--- config.mk ---
export PLATFORM = sky130hd
export DESIGN_NAME = bcd_display_scanner_flat
export DESIGN_NICKNAME = d
export VERILOG_FILES = /design/src/rtl/bcd_disp_pkg.sv /design/src/rtl/bcd_display_scanner_if.sv /design/src/rtl/bcd_to_7seg.sv /design/src/rtl/bcd_display_scanner.sv /design/src/flat_wrapper.sv
export SDC_FILE = /design/constraint.sdc
export NUM_CORES = 1
export LEC_CHECK = 0
export ABC_AREA = 1
export CAP_MARGIN = 20
export CORE_MARGIN = 2
export CORE_UTILIZATION = 49
export CTS_CLUSTER_SIZE = 12
export DETAILED_ROUTE_END_ITERATION = 6
export PLACE_DENSITY = 0.76
export SLEW_MARGIN = 20
export SYNTH_ARGS = -nofsm -noshare
export SYNTH_HDL_FRONTEND = slang
export SYNTH_SLANG_ARGS = --single-unit
export TNS_END_PERCENT = 1
--- constraint.sdc ---
create_clock -name clk -period 2 [get_ports clk]
set_clock_uncertainty 0.2 [all_clocks]
set_input_delay 0.2 -clock clk [delete_from_list [all_inputs] [get_ports clk]]
set_output_delay 0.2 -clock clk [all_outputs]
set_load 0.03 [all_outputs]
--- src/rtl/bcd_disp_pkg.sv ---
// Shared constants for the BCD display scanner: segment patterns and index sizing.
package bcd_disp_pkg;

   localparam logic [6:0] SEG_BLANK = 7'h7F;
   localparam logic [6:0] SEG_DASH  = 7'b0111111;

   // Active-low {g,f,e,d,c,b,a} patterns for codes 0..9
   localparam logic [6:0] SEG_PAT [10] = '{
      7'b1000000, 7'b1111001, 7'b0100100, 7'b0110000, 7'b0011001,
      7'b0010010, 7'b0000010, 7'b1111000, 7'b0000000, 7'b0010000
   };

   function automatic int unsigned idx_width(input int unsigned digits);
      return (digits > 1) ? $clog2(digits) : 1;
   endfunction

endpackage

--- src/rtl/bcd_display_scanner_if.sv ---
// Counter-side inputs and display-side outputs of the BCD display scanner.
interface bcd_display_scanner_if #(
   parameter int unsigned DIGITS = 4
) ();

   logic [4*DIGITS-1:0] bcd_in;
   logic                freeze;
   logic                lzb;
   logic                err_clr;
   logic [4*DIGITS-1:0] digit_q;
   logic                upd;
   logic                err;
   logic [6:0]          seg;
   logic [DIGITS-1:0]   an;

   modport master (
      output bcd_in, freeze, lzb, err_clr,
      input  digit_q, upd, err, seg, an
   );

   modport slave (
      input  bcd_in, freeze, lzb, err_clr,
      output digit_q, upd, err, seg, an
   );

endinterface

--- src/rtl/bcd_to_7seg.sv ---
// Combinational BCD to active-low 7-segment decoder with blanking; invalid codes show a dash.
module bcd_to_7seg
   import bcd_disp_pkg::*;
(
   input  logic [3:0] code,
   input  logic       blank,
   output logic [6:0] seg
);

   always_comb begin
      if (blank) begin
         seg = SEG_BLANK;
      end else if (code > 4'd9) begin
         seg = SEG_DASH;
      end else begin
         seg = SEG_PAT[code];
      end
   end

endmodule

--- src/rtl/bcd_display_scanner.sv ---
// Synchronises and debounces a ripple BCD counter word, then scans it onto a
// multiplexed active-low 7-segment display.
module bcd_display_scanner
   import bcd_disp_pkg::*;
#(
   parameter int unsigned DIGITS     = 4,
   parameter int unsigned SCAN_DIV   = 1000,
   parameter int unsigned STABLE_CYC = 3
) (
   input  logic                  clk,
   input  logic                  rst_n,
   bcd_display_scanner_if.slave  bus
);

   localparam int unsigned W  = 4 * DIGITS;
   localparam int unsigned IW = idx_width(DIGITS);
   localparam int unsigned PW = $clog2(SCAN_DIV);
   localparam int unsigned SW = (STABLE_CYC > 1) ? $clog2(STABLE_CYC) : 1;

   logic [W-1:0]      sync1_q, s_q, cap_q;
   logic [SW-1:0]     stab_q, stab_d;
   logic              upd_q, err_q;
   logic [PW-1:0]     pre_q;
   logic [IW-1:0]     idx_q;
   logic [6:0]        seg_q, seg_d;
   logic [DIGITS-1:0] an_q, an_d;

   logic              stab_full, capture, cap_invalid, pre_wrap;
   logic [3:0]        cur_code;
   logic              cur_blank, hi_zero;

   // The saturated count alone would accept a value on the very edge where s
   // moves away from it; also requiring the new sample to match rejects that.
   assign stab_full = (stab_q == SW'(STABLE_CYC - 1));
   assign capture   = stab_full && (sync1_q == s_q) && (s_q != cap_q) && !bus.freeze;
   assign pre_wrap  = (pre_q == PW'(SCAN_DIV - 1));

   always_comb begin
      if (sync1_q != s_q) begin
         stab_d = '0;
      end else if (stab_full) begin
         stab_d = stab_q;
      end else begin
         stab_d = stab_q + 1'b1;
      end
   end

   always_comb begin
      cap_invalid = 1'b0;
      for (int i = 0; i < DIGITS; i++) begin
         if (s_q[4*i +: 4] > 4'd9) cap_invalid = 1'b1;
      end
   end

   // Walk from the top digit down so hi_zero means "this and all higher digits are 0"
   always_comb begin
      cur_code  = '0;
      cur_blank = 1'b0;
      hi_zero   = 1'b1;
      for (int i = DIGITS - 1; i >= 0; i--) begin
         hi_zero = hi_zero && (cap_q[4*i +: 4] == 4'd0);
         if (idx_q == IW'(i)) begin
            cur_code  = cap_q[4*i +: 4];
            cur_blank = bus.lzb && (i != 0) && hi_zero;
         end
      end
   end

   bcd_to_7seg u_dec (
      .code  (cur_code),
      .blank (cur_blank),
      .seg   (seg_d)
   );

   assign an_d = ~(DIGITS'(1) << idx_q);

   always_ff @(posedge clk or negedge rst_n) begin
      if (!rst_n) begin
         sync1_q <= '0;
         s_q     <= '0;
         stab_q  <= '0;
         cap_q   <= '0;
         upd_q   <= 1'b0;
         err_q   <= 1'b0;
         pre_q   <= '0;
         idx_q   <= '0;
         seg_q   <= SEG_BLANK;
         an_q    <= '1;
      end else begin
         sync1_q <= bus.bcd_in;
         s_q     <= sync1_q;
         stab_q  <= stab_d;
         upd_q   <= capture;
         if (capture) cap_q <= s_q;
         if (capture && cap_invalid) begin
            err_q <= 1'b1;
         end else if (bus.err_clr) begin
            err_q <= 1'b0;
         end
         pre_q <= pre_wrap ? '0 : pre_q + 1'b1;
         if (pre_wrap) begin
            idx_q <= (idx_q == IW'(DIGITS - 1)) ? '0 : idx_q + 1'b1;
         end
         seg_q <= seg_d;
         an_q  <= an_d;
      end
   end

   assign bus.digit_q = cap_q;
   assign bus.upd     = upd_q;
   assign bus.err     = err_q;
   assign bus.seg     = seg_q;
   assign bus.an      = an_q;

endmodule

--- src/flat_wrapper.sv ---
// flat-port wrapper written by rule: the top's interface ports become plain ports
module bcd_display_scanner_flat import bcd_disp_pkg::*;
#(
   parameter int unsigned DIGITS     = 4,
   parameter int unsigned SCAN_DIV   = 1000,
   parameter int unsigned STABLE_CYC = 3
)
  (clk, rst_n, bus_bcd_in, bus_freeze, bus_lzb, bus_err_clr, bus_digit_q, bus_upd, bus_err, bus_seg, bus_an);
  bcd_display_scanner_if #(.DIGITS(DIGITS)) bus_i ();
  input  logic clk;
  input  logic rst_n;
  input wire logic [$bits(bus_i.bcd_in)-1:0] bus_bcd_in;
  input wire logic [$bits(bus_i.freeze)-1:0] bus_freeze;
  input wire logic [$bits(bus_i.lzb)-1:0] bus_lzb;
  input wire logic [$bits(bus_i.err_clr)-1:0] bus_err_clr;
  output wire logic [$bits(bus_i.digit_q)-1:0] bus_digit_q;
  output wire logic [$bits(bus_i.upd)-1:0] bus_upd;
  output wire logic [$bits(bus_i.err)-1:0] bus_err;
  output wire logic [$bits(bus_i.seg)-1:0] bus_seg;
  output wire logic [$bits(bus_i.an)-1:0] bus_an;
  assign bus_i.bcd_in = bus_bcd_in;
  assign bus_i.freeze = bus_freeze;
  assign bus_i.lzb = bus_lzb;
  assign bus_i.err_clr = bus_err_clr;
  assign bus_digit_q = bus_i.digit_q;
  assign bus_upd = bus_i.upd;
  assign bus_err = bus_i.err;
  assign bus_seg = bus_i.seg;
  assign bus_an = bus_i.an;
  bcd_display_scanner #(.DIGITS(DIGITS), .SCAN_DIV(SCAN_DIV), .STABLE_CYC(STABLE_CYC)) u_core (.clk(clk), .rst_n(rst_n), .bus(bus_i));
endmodule
==> flow_metrics.env, run 1 <==
export IMPL_top_layer="met4"
export IMPL_vias=2986
export IMPL_synthFlopType="dfrtp_1"
export IMPL_yosysUniqueCellTypes=31
export IMPL_worstSetupEndpointType="register"
export IMPL_violations="setup timing"
export IMPL_fin_crit_sh=1.11
export IMPL_nets=538
export IMPL_core_area_um2=7180
export IMPL_viasPerCell=4.90
export IMPL_post_route_util=0.642
export IMPL_period_minus_slack_ps=2220
export IMPL_fmax_mhz=450
export IMPL_yosys_area_share_simple=0.273
export IMPL_area_growth_pct=28.4
export IMPL_critPathMaxStageDelay_ps=440
export IMPL_die_y_um=89.6
export IMPL_drc=0
export IMPL_ys_seq_elements=75
export IMPL_crit_chain="inv_2 > ha_4 > inv_2 > nand2_2 > o21ai_2 > a22oi_2 > ha_2 > o211ai_1 > a21oi_2 > nand2_1"
export IMPL_cpLargestDelayFamily="compound AO/OA/AOI/OAI gates"
export IMPL_crit_slowest_cell="dfrtp_1"
export IMPL_synth_xor_area_frac=0.0244
export IMPL_totalWireLength_um=7870
export IMPL_cp_start_kind="register"
export IMPL_r2r_cells=10
export IMPL_ys_async_sr_fraction=1.00
export IMPL_setup_viol=7
export IMPL_grt_max_degree=42
export IMPL_wl_per_cell_um=12.9
export IMPL_drt_iter0_drc=186
export IMPL_rsz0062_at_grt="yes"
export IMPL_timing_rr_start="u_core.idx_q[0]"
export IMPL_clockRootBuffer="clkbuf_8"
export IMPL_syn_cell_area_um2=3590
export IMPL_wl_met1_um=3280
export IMPL_arrival_ps=2280
export IMPL_slew_headroom=0.786
export IMPL_dieArea_um2=8030
export IMPL_r2r_end="u_core.bus.seg[0]"
export IMPL_path_buf_inv=2
export IMPL_ir_worst_vdd_uv=407
export IMPL_ant_nets=0
export IMPL_ys_seq_area_frac=0.527
export IMPL_cp_common_cell="inv_2"
export IMPL_hpwl_um=5650
export IMPL_cp_depth=10
export IMPL_grt_pass1_vias=2870
export IMPL_antenna_found_initial=0
export IMPL_cts_tree="yes"
export IMPL_drive_above_1_share=0.165
export IMPL_yosysMostFrequentCell="nand2_1"
export IMPL_crit_start="u_core.idx_q[0]"
export IMPL_synth_edf_count=0
export IMPL_synth_top_family_by_area="simple AND/OR/NAND/NOR gates"
export IMPL_p_leak_nw=2.32
export IMPL_critPathKind="register to register"
export IMPL_place_congestion=0.890
export IMPL_die_x_um=89.6
export IMPL_status="finished, violations left"
export IMPL_power_density_nw_per_um2=624
export IMPL_synth_common_cells="nand2_1 (149), dfrtp_1 (64), inv_1 (63), nor2_1 (21), nand4_1 (19)"
export IMPL_ios=50
export IMPL_critical_path_peak_fanout=6
export IMPL_cts_buffers=9
export IMPL_cts_buffer_depth=2
export IMPL_slew_violations=0
export IMPL_clk_pin_slew_worst_paths_ps=80
export IMPL_setup_slack_ps=-224
export IMPL_rrSetupSlack_ps=-220
export IMPL_grt_remaining_overflow=0
export IMPL_cap_violations=0
export IMPL_grt_usage=0.217
export IMPL_synth_compound_area_share=0.0488
export IMPL_worstSetupEndpoint="u_core.bus.seg[0]"
export IMPL_cts_max_level=3
export IMPL_synth_fa_ha_area_frac=0.0418
export IMPL_antenna_cells=0
export IMPL_wl_met2_um=3950
export IMPL_grt_pass1_wl_um=13100
export IMPL_portBuffers=49
export IMPL_synthCells=427
export IMPL_row_count=31
export IMPL_required_ps=2060
export IMPL_hold_violations=0
export IMPL_clk_latency_ps=350
export IMPL_muxShareOfSynthArea=0
export IMPL_syn_nets=460
export IMPL_firstDrtPassIters=5
export IMPL_synth_top_area_frac=0.446
export IMPL_fillCellCount=615
export IMPL_start_util=0.500
export IMPL_netlist_top_cells_area="dfrtp_1 (45%), nand2_1 (16%), dfstp_2 (8.1%)"
export IMPL_synth_warning_count=0
export IMPL_wl_met3_um=501
export IMPL_worst_pin_slew_ps=321
export IMPL_yosys_area_top_type="dfrtp_1"
export IMPL_p_total_mw=2.88
export IMPL_cts_sinks=75
export IMPL_syn_avg_cell_area_um2=8.41
export IMPL_hold_class="input pin to async pin"
==> worst min path at each step <==
| stage | from | endpoint | slack (ps) | cells past startpoint |
|---|---|---|---|---|
| finish | rst_n | u_core.s_q[9] | 60 | 2 |
| global route | bus_bcd_in[6] | u_core.sync1_q[6] | 60 | 1 |
| CTS | rst_n | u_core.sync1_q[10] | 70 | 2 |
| detailed placement | rst_n | u_core.sync1_q[9] | -100 | 1 |
| global placement | rst_n | u_core.s_q[9] | -100 | 1 |
| floorplan | rst_n | u_core.bus.digit_q[0] | -300 | 0 |
==> worst register-to-register path, delay by kind of cell, from the launching register on <==
kind	cells	cell delay, ps
buf+inv	2	170
fa+ha+maj	2	410
compound gates	4	730
simple gates	2	190
flops	1	440
==> kinds of logic (layout without fill, tap and decap cells) <==
kind of cell               Yosys count  count (layout)
xor gates and xnor gates            10              10
and+or+nand+nor                    224             224
DFF                                 75              75
adders and majority gates           12              12
buffers and inverters               75             158
AOI/OAI and AO/OA                   31              31
==> metal layers <==
metal / GRT usage / up-vias
li1: - / 1480
met1: 0.273 / 1394
met2: 0.357 / 101
met3: 0.0676 / 11
met4: 0.0678 / 0
met5: 0 / -
==> final cells by class <==
class                           instances  area (um^2)  area share
Tap cell                               99          124      0.0269
Clock inverter                          4         50.0      0.0109
Inverter                               69          259      0.0562
Sequential cell                        75         1890       0.410
Timing Repair Buffer                   73          686       0.149
Clock buffer                           12          145      0.0315
Multi-Input combinational cell        277         1450       0.316
==> registers in the layout, indices dropped and copies added (netlist names) <==
register and count:
u_core.bus.err 1, u_core.sync1_q 16, u_core.pre_q 10, u_core.idx_q 2, u_core.s_q 16, u_core.stab_q 2
u_core.bus.digit_q 16, u_core.bus.seg 7, u_core.bus.an 4, u_core.bus.upd 1
==> cell usage in the layout, fill, tap and decap left out, types with 9 or more instances in the layout <==
cell             netlist  routed
nand2_1              149     148
dfstp_2               11      11
inv_1                 63      60
o21ai_0               13      11
nand4_1               19      19
nand3_1               16      15
nor2_1                21      21
clkdlybuf4s50_1        0      47
inv_2                  6       9
buf_4                  0      23
a21oi_1               11       9
xnor2_1                9       9
dfrtp_1               64      64
clkbuf_8               0      10
==> through the flow <==
stage | hold slack, ps | TNS (ps) | worst slack, ps | std cells | cell area, um^2
detailed placement | -105 | -1100 | -198 | 589 | 4350
global placement | -104 | -224 | -38.4 | 589 | 4350
CTS | 71.9 | -905 | -169 | 608 | 4580
finish | 64.8 | -1270 | -224 | 609 | 4610
floorplan | -296 | -241 | -41.8 | 427 | 3630
global route | 60.0 | -2190 | -350 | 609 | 4610
==> report_power, final <==
part / internal (mW) / switching (mW)
combinational: 0.0751 / 0.0747
sequential: 1.55 / 0.0352
clock: 0.609 / 0.532
total: 2.23 / 0.642
==> timing repair <==
item | in CTS | in global routing
resized for setup | 3 | 5
hold endpoints to repair | 67 | 0
hold buffers | 1 | 0
pin swaps | 6 | 10
setup buffers | 2 | 1
endpoints found under the setup margin | 7 | 10
No activity file was read; power rests on OpenSTA's default activity.
==> run 2: changes to the inputs <==
Settings changed: CORE_MARGIN 2 to 5, CTS_CLUSTER_SIZE 12 to not set.
==> flow_metrics.env, run 2 (synthesized netlist as in run 1, its figures left out) <==
export IMPL_status="finished, violations left"
export IMPL_violations="setup timing"
export IMPL_dieArea_um2=9140
export IMPL_fillCellCount=568
export IMPL_drive_above_1_share=0.183
export IMPL_post_route_util=0.650
export IMPL_place_congestion=0.920
export IMPL_worst_pin_slew_ps=353
export IMPL_dpl_cell_area_um2=4330
export IMPL_firstDrtPassIters=5
export IMPL_critical_path_peak_fanout=6
export IMPL_drt_iter0_drc=120
export IMPL_cts_buffer_depth=2
export IMPL_cts_max_level=3
export IMPL_hpwl_um=5700
export IMPL_worstSetupEndpointType="register"
export IMPL_crit_chain="inv_4 > ha_4 > inv_4 > nand3_2 > a21oi_2 > o21ai_1 > nand2_1 > inv_2 > ha_4 > o211ai_1 > a21oi_2 > nand2_1"
export IMPL_grt_pass1_wl_um=12900
export IMPL_core_area_um2=7180
export IMPL_final_common_cell="nand2_1"
export IMPL_slew_violations=0
export IMPL_p_leak_nw=2.34
export IMPL_grt_remaining_overflow=0
export IMPL_use_met3=0.0608
export IMPL_drc=0
export IMPL_clk_latency_ps=350
export IMPL_antenna_found_initial=0
export IMPL_row_count=31
export IMPL_viasPerCell=4.88
export IMPL_clk_pin_slew_worst_paths_ps=80
export IMPL_period_minus_slack_ps=2110
export IMPL_cpLargestDelayFamily="compound AO/OA/AOI/OAI gates"
export IMPL_cts_buffers=9
export IMPL_ios=50
export IMPL_nets=541
export IMPL_critPathKind="register to register"
export IMPL_vias=2985
export IMPL_setup_slack_ps=-109
export IMPL_critPathMaxStageDelay_ps=450
export IMPL_fmax_mhz=474
export IMPL_rsz0062_at_grt="yes"
export IMPL_tns_ps=-561
export IMPL_arrival_ps=2180
export IMPL_clockRootBuffer="clkbuf_8"
export IMPL_cts_tree="yes"
export IMPL_hold_class="input pin to register"
export IMPL_hold_violations=0
export IMPL_required_ps=2070
export IMPL_die_y_um=95.6
export IMPL_antenna_cells=0
export IMPL_fin_area_um2=4660
export IMPL_slew_headroom=0.765
export IMPL_grt_use_met1=0.217
export IMPL_cts_sinks=75
export IMPL_p_total_mw=2.94
export IMPL_wl_per_cell_um=12.8
export IMPL_fin_crit_sh=1.05
export IMPL_die_x_um=95.6
export IMPL_totalWireLength_um=7820
export IMPL_portBuffers=49
export IMPL_grt_busiest_layer="met2"
export IMPL_start_util=0.500
export IMPL_grt_pass1_vias=2922
export IMPL_layout_common_cells="nand2_1 (147), dfrtp_1 (62), inv_1 (60), clkdlybuf4s50_1 (47), buf_4 (27)"
export IMPL_cap_violations=0
export IMPL_grt_max_degree=30
export IMPL_ir_worst_vdd_uv=458
export IMPL_setup_viol=6
export IMPL_power_density_nw_per_um2=631
export IMPL_met2_usage=0.309
export IMPL_crit_slowest_cell="dfrtp_2"
export IMPL_cp_start_kind="register"
export IMPL_area_growth_pct=29.8
export IMPL_path_buf_inv=3
export IMPL_ant_nets=0
export IMPL_grt_usage=0.185
==> run 2: cell types whose count changed in the layout (fill, tap and decap cells not counted), moves of 2 or more <==
cell      previous run  this run
dfrtp_2              0         2
inv_2                9         7
clkbuf_1             2         0
inv_4                0         2
dfrtp_1             64        62
buf_4               23        27
clkbuf_8            10        12
==> run 2: per-layer routing <==
layer / up-vias / part of all wire
met3: 16 / 0.054
met2: 66 / 0.49
met4: 0 / 0.025
li1: 1492 / -
met5: - / 0
met1: 1411 / 0.43
==> run 2: cell type report <==
| cell class | count | area (um^2) | share of cell area |
|---|---|---|---|
| clock buffers | 12 | 165 | 0.0354 |
| clock inverters | 4 | 47.5 | 0.0102 |
| inverters | 69 | 264 | 0.0566 |
| multi-input cells | 277 | 1470 | 0.316 |
| flip-flops and latches | 75 | 1890 | 0.406 |
| well taps | 99 | 124 | 0.0266 |
| repair buffers | 76 | 696 | 0.149 |
==> run 2: timing repair <==
action | in CTS | in global routing
endpoints found under the hold margin | 65 | 0
setup endpoints to repair | 7 | 18
gates resized for setup | 1 | 15
pin swaps | 6 | 11
setup buffers | 3 | 4
hold buffers | 1 | 0
cloned | 0 | 0
==> run 2: report_power, final <==
part | internal [mW] | total, mW | switching, mW
logic | 0.0737 | 0.148 | 0.0739
clock network | 0.674 | 1.21 | 0.536
registers | 1.55 | 1.59 | 0.0357
total | 2.30 | 2.94 | 0.645
==> run 2: final timing paths <==
| check | startpoint | end | slack (ps) | cells past startpoint |
|---|---|---|---|---|
| setup / recovery | u_core.idx_q[0] | u_core.bus.seg[0] | -110 | 12 |
| hold / removal | bus_bcd_in[1] | u_core.sync1_q[1] | 80 | 1 |
| setup reg to reg | u_core.idx_q[0] | u_core.bus.seg[0] | -110 | 12 |
| hold reg to reg | u_core.sync1_q[5] | u_core.s_q[5] | 190 | 0 |
| max in group asynchronous | rst_n | u_core.sync1_q[0] | 860 | 3 |
| min in group asynchronous | rst_n | u_core.sync1_q[8] | 110 | 2 |
==> run 2: per-stage QoR <==
stage | hold WS [ps] | instances | setup WS [ps]
3_5_place_dp | -62.7 | 588 | -147
3_3_place_gp | -61.6 | 588 | -46.9
2_1_floorplan | -296 | 427 | -41.8
6_report | 81.7 | 612 | -109
5_1_grt | 68.9 | 612 | -260
4_1_cts | 74.2 | 608 | -128
==> run 3: changes to the inputs <==
Settings changed: CORE_UTILIZATION 49 to 29, PLACE_DENSITY 0.76 to not set.
==> flow_metrics.env, run 3 (synthesized netlist as in run 1, its figures left out) <==
export IMPL_status="finished, violations left"
export IMPL_violations="setup timing"
export IMPL_vias=2912
export IMPL_cp_common_cell="a21oi_2"
export IMPL_start_util=0.298
export IMPL_wl_per_cell_um=12.4
export IMPL_p_seq_frac=0.457
export IMPL_worst_pin_slew_ps=473
export IMPL_cpLargestDelayFamily="compound AO/OA/AOI/OAI gates"
export IMPL_cts_sinks=75
export IMPL_drc=0
export IMPL_slew_headroom=0.685
export IMPL_layout_common_cells="nand2_1 (149), dfrtp_1 (62), inv_1 (60), clkdlybuf4s50_1 (48), buf_4 (26)"
export IMPL_r2r_end="u_core.bus.seg[5]"
export IMPL_crit_slowest_cell="dfrtp_1"
export IMPL_cp_depth=9
export IMPL_arrival_ps=2190
export IMPL_grt_busiest_layer="met2"
export IMPL_period_minus_slack_ps=2140
export IMPL_fillCellCount=1186
export IMPL_setup_slack_ps=-144
export IMPL_ant_nets=0
export IMPL_met2_usage=0.207
export IMPL_p_switching_mw=0.752
export IMPL_clk_latency_ps=330
export IMPL_ios=50
export IMPL_drive_above_1_share=0.170
export IMPL_worstSetupEndpointType="register"
export IMPL_rrSetupSlack_ps=-140
export IMPL_timing_rr_start="u_core.idx_q[1]"
export IMPL_min_from="bus_bcd_in[1]"
export IMPL_row_count=40
export IMPL_p_int_mw=2.73
export IMPL_viasPerCell=4.28
export IMPL_grt_usage=0.124
export IMPL_slew_violations=0
export IMPL_p_leak_nw=2.37
export IMPL_cts_buffers=9
export IMPL_cap_violations=0
export IMPL_final_common_cell="nand2_1"
export IMPL_hold_depth=1
export IMPL_hold_violations=0
export IMPL_pwr_share_clk=0.500
export IMPL_totalWireLength_um=8440
export IMPL_clk_pin_slew_worst_paths_ps=60
export IMPL_ir_worst_vdd_uv=280
export IMPL_path_buf_inv=1
export IMPL_setup_viol=6
export IMPL_firstDrtPassIters=4
export IMPL_power_density_nw_per_um2=719
export IMPL_grt_use_met1=0.150
export IMPL_min_to="u_core.sync1_q[1]"
export IMPL_area_growth_pct=34.7
export IMPL_cp_start_kind="register"
export IMPL_core_area_um2=12100
export IMPL_fin_area_um2=4840
export IMPL_dieArea_um2=14700
export IMPL_grt_pass1_wl_um=14300
export IMPL_hpwl_um=6290
export IMPL_crit_chain="inv_2 > ha_4 > a21oi_2 > o21ai_2 > a22oi_2 > ha_2 > o211ai_1 > a21oi_2 > nand2_1"
export IMPL_portBuffers=49
export IMPL_power_switching_share=0.216
export IMPL_drt_iter0_drc=156
export IMPL_fmax_mhz=466
export IMPL_critPathMaxStageDelay_ps=430
export IMPL_hold_class="input pin to register"
export IMPL_critical_path_peak_fanout=7
export IMPL_power_share_combinational=0.043
export IMPL_die_y_um=121
export IMPL_clockRootBuffer="clkbuf_16"
export IMPL_cts_buffer_depth=2
export IMPL_grt_pass1_vias=3003
export IMPL_post_route_util=0.401
export IMPL_fin_crit_sh=1.07
export IMPL_cts_max_level=3
export IMPL_antenna_found_initial=0
export IMPL_grt_max_degree=42
export IMPL_place_congestion=0.860
export IMPL_rsz0062_at_grt="yes"
export IMPL_r2r_cells=9
export IMPL_nets=541
export IMPL_cts_tree="yes"
export IMPL_dpl_cell_area_um2=4450
export IMPL_p_total_mw=3.48
export IMPL_required_ps=2050
export IMPL_grt_remaining_overflow=0
export IMPL_use_met3=0.0392
export IMPL_antenna_cells=0
export IMPL_die_x_um=121
export IMPL_critPathKind="register to register"
-- run 3: routing by layer --
metal | wire [um] | part of all wire
met3 | 509 | 0.060
met5 | 0 | 0
met4 | 92 | 0.011
met1 | 3730 | 0.44
met2 | 4110 | 0.49
-- run 3: worst max path at each step --
stage | start | to | slack (ps)
floorplan | u_core.idx_q[1] | u_core.bus.seg[0] | -40
global route | u_core.idx_q[1] | u_core.bus.seg[1] | -300
CTS | u_core.idx_q[0] | u_core.bus.seg[1] | -120
finish | u_core.idx_q[1] | u_core.bus.seg[5] | -140
detailed placement | u_core.idx_q[0] | u_core.bus.seg[1] | -140
global placement | u_core.idx_q[0] | u_core.bus.seg[1] | -30
-- run 3: per-stage QoR --
stage                     worst slack (ps)  hold slack [ps]  instances  TNS (ps)
after global routing                  -302             93.1        681     -1860
after CTS                             -124             89.2        678      -705
final                                 -144             97.6        681      -809
after detailed placement              -141            -13.5        659      -792
after floorplan                      -41.8             -296        427      -241
after global placement               -26.5            -15.0        659      -144
-- run 3: power by group through the flow --
stage	registers, mW	clock network [mW]	logic [mW]
2_1_floorplan	1.60	0	0.0646
3_3_place_gp	1.61	0	0.149
3_5_place_dp	1.62	0	0.151
4_1_cts	1.59	1.79	0.153
5_1_grt	1.59	1.85	0.174
6_report	1.59	1.74	0.148
-- run 3: area by class of cell --
| class | count | area, um^2 | share of cell area |
|---|---|---|---|
| Tap cell | 168 | 210 | 0.0435 |
| Timing Repair Buffer | 76 | 706 | 0.146 |
| Clock buffer | 9 | 225 | 0.0466 |
| Inverter | 69 | 262 | 0.0541 |
| Multi-Input combinational cell | 277 | 1440 | 0.297 |
| Clock inverter | 7 | 103 | 0.0212 |
| Sequential cell | 75 | 1890 | 0.391 |
-- run 3: repair_timing --
action	CTS	global route
setup buffers	2	3
pin swaps	4	8
hold endpoints to repair	34	0
endpoints found under the setup margin	7	24
hold buffers	1	0
gates resized for setup	1	5
gates cloned	0	0
-- run 3: worst register-to-register path, delay by kind of cell (launching register included) --
| kind | cells | cell delay (ps) |
|---|---|---|
| buffers and inverters | 1 | 90 |
| adders and majority gates | 2 | 440 |
| DFF | 1 | 430 |
| AOI/OAI and AO/OA | 5 | 820 |
| and+or+nand+nor | 1 | 90 |
